### src/rtl/aes_block_packer.sv
// Packs a 32-bit word stream into 128-bit AES blocks; the first word of each packet is
// the command word. Blocks leave over a valid/ready channel, and in_busy backpressures the stream.
module aes_block_packer #(
   parameter int unsigned WORD_WIDTH  = 32,
   parameter int unsigned BLOCK_WIDTH = 128
) (
   input  logic                   clk,
   input  logic                   reset,
   input  logic                   in_wren,
   input  logic [WORD_WIDTH-1:0]  in_data,
   input  logic                   in_tlast,
   output logic                   in_busy,
   output logic                   blk_valid,
   input  logic                   blk_ready,
   output logic [BLOCK_WIDTH-1:0] blk_data,
   output logic                   blk_cmd,
   output logic                   blk_last,
   output logic                   err_partial
);

   localparam int unsigned WORDS = BLOCK_WIDTH / WORD_WIDTH;

   typedef enum logic {S_CMD, S_DATA} state_t;

   state_t                 state, state_nxt;
   logic [1:0]             cnt, cnt_nxt;
   logic [BLOCK_WIDTH-1:0] asm_data, asm_data_nxt;
   logic                   asm_cmd, asm_cmd_nxt;
   logic                   asm_last, asm_last_nxt;
   logic                   asm_full, asm_full_nxt;
   logic                   err_nxt;
   logic                   accept;
   logic                   xfer;

   // Stall only when both registers are occupied and the output is not draining.
   assign in_busy = asm_full && blk_valid && !blk_ready;
   assign accept  = in_wren && !in_busy;
   assign xfer    = asm_full && (!blk_valid || blk_ready);

   always_ff @(posedge clk or posedge reset) begin
      if (reset) begin
         state <= S_CMD;
      end else begin
         state <= state_nxt;
      end
   end

   // Next state and assembly register; a transferring asm is cleared before the new word lands.
   always_comb begin
      state_nxt    = state;
      cnt_nxt      = cnt;
      asm_data_nxt = asm_data;
      asm_cmd_nxt  = asm_cmd;
      asm_last_nxt = asm_last;
      asm_full_nxt = asm_full;
      err_nxt      = err_partial;

      if (xfer) begin
         asm_data_nxt = '0;
         asm_cmd_nxt  = 1'b0;
         asm_last_nxt = 1'b0;
         asm_full_nxt = 1'b0;
      end

      if (accept) begin
         unique case (state)
            S_CMD: begin
               asm_data_nxt = {in_data, {(BLOCK_WIDTH-WORD_WIDTH){1'b0}}};
               asm_cmd_nxt  = 1'b1;
               asm_last_nxt = in_tlast;
               asm_full_nxt = 1'b1;
               cnt_nxt      = 2'd0;
               state_nxt    = in_tlast ? S_CMD : S_DATA;
            end
            S_DATA: begin
               for (int unsigned i = 0; i < WORDS; i++) begin
                  if (cnt == 2'(i)) begin
                     asm_data_nxt[BLOCK_WIDTH-1-i*WORD_WIDTH -: WORD_WIDTH] = in_data;
                  end
               end
               asm_cmd_nxt  = 1'b0;
               asm_last_nxt = in_tlast;
               asm_full_nxt = (cnt == 2'd3) || in_tlast;
               if (in_tlast) begin
                  state_nxt = S_CMD;
                  cnt_nxt   = 2'd0;
                  // Unwritten words are already zero because asm is cleared on every transfer.
                  if (cnt != 2'd3) begin
                     err_nxt = 1'b1;
                  end
               end else begin
                  cnt_nxt = cnt + 2'd1;
               end
            end
            default: begin
               state_nxt = S_CMD;
            end
         endcase
      end
   end

   always_ff @(posedge clk or posedge reset) begin
      if (reset) begin
         cnt         <= 2'd0;
         asm_data    <= '0;
         asm_cmd     <= 1'b0;
         asm_last    <= 1'b0;
         asm_full    <= 1'b0;
         err_partial <= 1'b0;
      end else begin
         cnt         <= cnt_nxt;
         asm_data    <= asm_data_nxt;
         asm_cmd     <= asm_cmd_nxt;
         asm_last    <= asm_last_nxt;
         asm_full    <= asm_full_nxt;
         err_partial <= err_nxt;
      end
   end

   // Output register holds its payload until accepted; reload and accept may share an edge.
   always_ff @(posedge clk or posedge reset) begin
      if (reset) begin
         blk_valid <= 1'b0;
         blk_data  <= '0;
         blk_cmd   <= 1'b0;
         blk_last  <= 1'b0;
      end else if (xfer) begin
         blk_valid <= 1'b1;
         blk_data  <= asm_data;
         blk_cmd   <= asm_cmd;
         blk_last  <= asm_last;
      end else if (blk_ready) begin
         blk_valid <= 1'b0;
      end
   end

endmodule

### config.mk
export PLATFORM = sky130hd
export DESIGN_NAME = aes_block_packer
export DESIGN_NICKNAME = d
export VERILOG_FILES = /design/src/rtl/aes_block_packer.sv
export SDC_FILE = /design/constraint.sdc
export NUM_CORES = 1
export LEC_CHECK = 0
export CAP_MARGIN = 10
export CORE_MARGIN = 4
export CORE_UTILIZATION = 35
export CTS_CLUSTER_DIAMETER = 100
export DETAILED_ROUTE_END_ITERATION = 10
export GPL_TIMING_DRIVEN = 0
export PLACE_DENSITY = 0.54
export SLEW_MARGIN = 15
export SYNTH_ARGS = -nofsm -noshare
export SYNTH_HDL_FRONTEND = slang
export SYNTH_SLANG_ARGS = --single-unit
export TNS_END_PERCENT = 30
### constraint.sdc
create_clock -name clk -period 13.7 [get_ports clk]
set_input_delay 4.11 -clock clk [delete_from_list [all_inputs] [get_ports clk]]
set_output_delay 4.11 -clock clk [all_outputs]
set_load 0.02 [all_outputs]
==> flow_summary.json <==
{
  "postCtsSetupRepairBufs": 0,
  "report.power.total_mw": 2.21,
  "postLayoutCellArea_sq_um": 13500,
  "first_global_vias": 7949,
  "gp_congestion": 0.750,
  "netlist_area_sq_um": 10300,
  "drv.max_cap_violation_count": 0,
  "synth-seq-cells": 266,
  "dp.final_hpwl_um": 19100,
  "required_ns": 9.59,
  "clk_latency_ns": 0.53,
  "clock-root-buffer": "sky130_fd_sc_hd__clkbuf_16",
  "worstMarginPinSlew_ns": 1.14,
  "timing.critical_path.buf_inv": 3,
  "synth_top_cells_by_area": "sky130_fd_sc_hd__dfrtp_1, sky130_fd_sc_hd__nand2_1, sky130_fd_sc_hd__a22o_1",
  "floorplan.initialDensity": 0.357,
  "final-max-slew-violation-count": 0,
  "io_pins": 170,
  "timing.max_slew.rel_slack": 0.239,
  "cpPeakStageDelay_ns": 0.60,
  "grt_first_pass_wirelength_um": 45800,
  "groute.layer.met1.usage": 0.254,
  "rsz0062_at_grt": "false",
  "cts_made_buffers": 29,
  "total_number_of_vias": 7649,
  "finalWorstSetupSlack_ns": 4.10,
  "cts-htree-levels": 1,
  "critPathKind": "primary input to output port",
  "outcome": "finished clean",
  "core_area_sq_um": 28900,
  "die_height_um": 179,
  "numClockSinks": 266,
  "drt_first_pass_iters": 5,
  "final_cells": 1629,
  "hold_ws_ns": 0.457,
  "quantity_of_i_o_buffers_inserted_on_ports": 169,
  "cp_startpoint_kind": "primary input",
  "max_clock_freq_ghz": 0.104,
  "critPathMostFrequentCell": "sky130_fd_sc_hd__clkdlybuf4s50_1",
  "worst_hold_path_type": "flop to flop",
  "grt.total_usage": 0.174,
  "finalCoreUtilization": 0.469,
  "detail_route.wl_per_cell_um": 17.4,
  "place.detailed.instances": 1576,
  "grt_met2_usage": 0.275,
  "die_area_sq_um": 32200,
  "grt_antenna_before_repair": 0,
  "ctsResizeCount": 0,
  "reg_top3": "asm_data x128, blk_data x128, cnt x2",
  "layout_min_cycle_time_ns": 9.60,
  "timing.clock.skew_ns": 0.0153,
  "post_synth_inst_count": 1021,
  "power-per-cell-area_nw_per_um2": 163,
  "drive_gt1_frac": 0.0562,
  "ant_nets": 0,
  "path_max_fanout": 7,
  "synth-warning-count": 0,
  "number_of_placement_rows": 62,
  "critPathTopFamily": "buffers and inverters",
  "globalRouteMet3Util": 0.0346,
  "clkSlewWorstSetupHoldPaths_ns": 0.06,
  "timing_hold_violations_final": 0,
  "fin_tns_setup_ns": 0,
  "postSynthAreaPerCell_sq_um": 10.1,
  "worstSetupEndpointType": "output port",
  "final_nets": 1264,
  "arrival_time_of_data_at_the_critical_path_endpoint_ns": 5.49,
  "setup_viol": 0,
  "cts_hold_repair.buffers": 0,
  "cts_max_path_buffers": 3,
  "syn_to_final_growth_pct": 31.5,
  "power_leakage_nw": 6.85,
  "ys_seq_area_frac": 0.647,
  "detail_route.drc_violations": 0,
  "cp_cell_sequence": "clkdlybuf4s50_1 -> nand3b_2 -> inv_1 -> clkdlybuf4s50_1",
  "place_worst_setup_slack_ns": 4.10,
  "place_area_sq_um": 12500,
  "finalWirelength_um": 28300,
  "chipWidth_um": 179,
  "vias_per_cell": 4.70,
  "pin_count_of_the_biggest_net_entering_global_routing": 103,
  "ir_worst_vdd_mv": 0.0915,
  "cp_slowest_cell": "sky130_fd_sc_hd__clkdlybuf4s50_1",
  "netlist-cell-type-count": 24,
  "initialDrtViolationCount": 448,
  "grt_busiest_layer": "met2",
  "synth_top_area_share": 0.647,
  "yosys.area.top_type": "sky130_fd_sc_hd__dfrtp_1",
  "mappedNetlistNets": 1062,
  "n_antenna_cell": 0,
  "cts_tree": "done",
  "post-route-period-util": 0.701,
  "grt.overflow.total": 0
}
path summary, 6_finish.rpt:
kind,slack (ns),endpoint,cells past startpoint,from
setup / recovery,4.10,in_busy,4,blk_ready
hold / removal,0.46,blk_data[85]$_DFFE_PP0P_,2,asm_data[85]$_DFF_PP0_
setup reg to reg,11.01,blk_data[58]$_DFFE_PP0P_,7,blk_valid$_DFFE_PP0P_
hold reg to reg,0.46,blk_data[85]$_DFFE_PP0P_,2,asm_data[85]$_DFF_PP0_
max in group asynchronous,8.59,blk_data[76]$_DFFE_PP0P_,3,reset
min in group asynchronous,4.11,err_partial$_DFFE_PP0P_,2,reset
area by class of cell:
class / instances / area [sq um]
Sequential cell: 266 / 6660
Buffer: 66 / 334
Timing Repair Buffer: 171 / 1750
Fill cell: 2826 / 15300
Clock buffer: 42 / 825
Inverter: 38 / 150
Clock inverter: 11 / 184
Tap cell: 384 / 480
Multi-Input combinational cell: 651 / 3160
layout by cell type, fill, tap and decap left out, drive strengths merged, types with 4 or more instances in the layout:
master,instances
mux2i,32
and2,6
o21ai,6
clkinv,6
bufinv,5
clkdlybuf4s50,169
nand3,33
clkbuf,78
ha,4
inv,38
buf,32
dfrtp,266
a22o,65
a21oi,33
nand2,460
report_power, final:
group | leakage [nW] | internal (mW) | switching, mW
registers | 3.59 | 0.886 | 0.0638
clock network | 0.497 | 0.510 | 0.310
logic | 2.76 | 0.178 | 0.258
synthesized netlist by cell type (all sizes together):
master and number:
nand2 460, dfrtp 266, a22o 65, inv 38, clkbuf 36, a21oi 33, nand3 33, mux2i 32
buf 30, and2 6, o21ai 6, ha 4, nor2 3, and3 2, nand2b 2, a21o 1
a41o 1, nand3b 1, nor2b 1, o31ai 1
worst reg2reg max path: stages (launching register included):
cell	delay (ns)
sky130_fd_sc_hd__dfrtp_1	0.40
sky130_fd_sc_hd__nand2b_1	0.14
sky130_fd_sc_hd__and2_1	0.14
sky130_fd_sc_hd__clkbuf_1	0.33
sky130_fd_sc_hd__clkbuf_1	0.90
sky130_fd_sc_hd__clkbuf_1	0.48
sky130_fd_sc_hd__nand2_1	0.16
sky130_fd_sc_hd__nand2_1	0.08
layer usage:
layer / share of wire / up-vias
li1: - / 3671
met1: 0.48 / 3796
met2: 0.46 / 154
met3: 0.048 / 28
met4: 0.014 / 0
met5: 0 / -
cell families (layout without fill, tap and decap cells):
family / count (synthesis) / count (layout) / synth area share
multiplexers: 32 / 32 / 0.0311
AND/OR/NAND/NOR: 508 / 508 / 0.194
AO/OA/AOI/OAI: 107 / 107 / 0.0771
flip-flops: 266 / 266 / 0.647
adder cells (fa/ha/maj): 4 / 4 / 0.00486
buffers and inverters: 104 / 328 / 0.0463
Power figures use the tool's default switching activity.
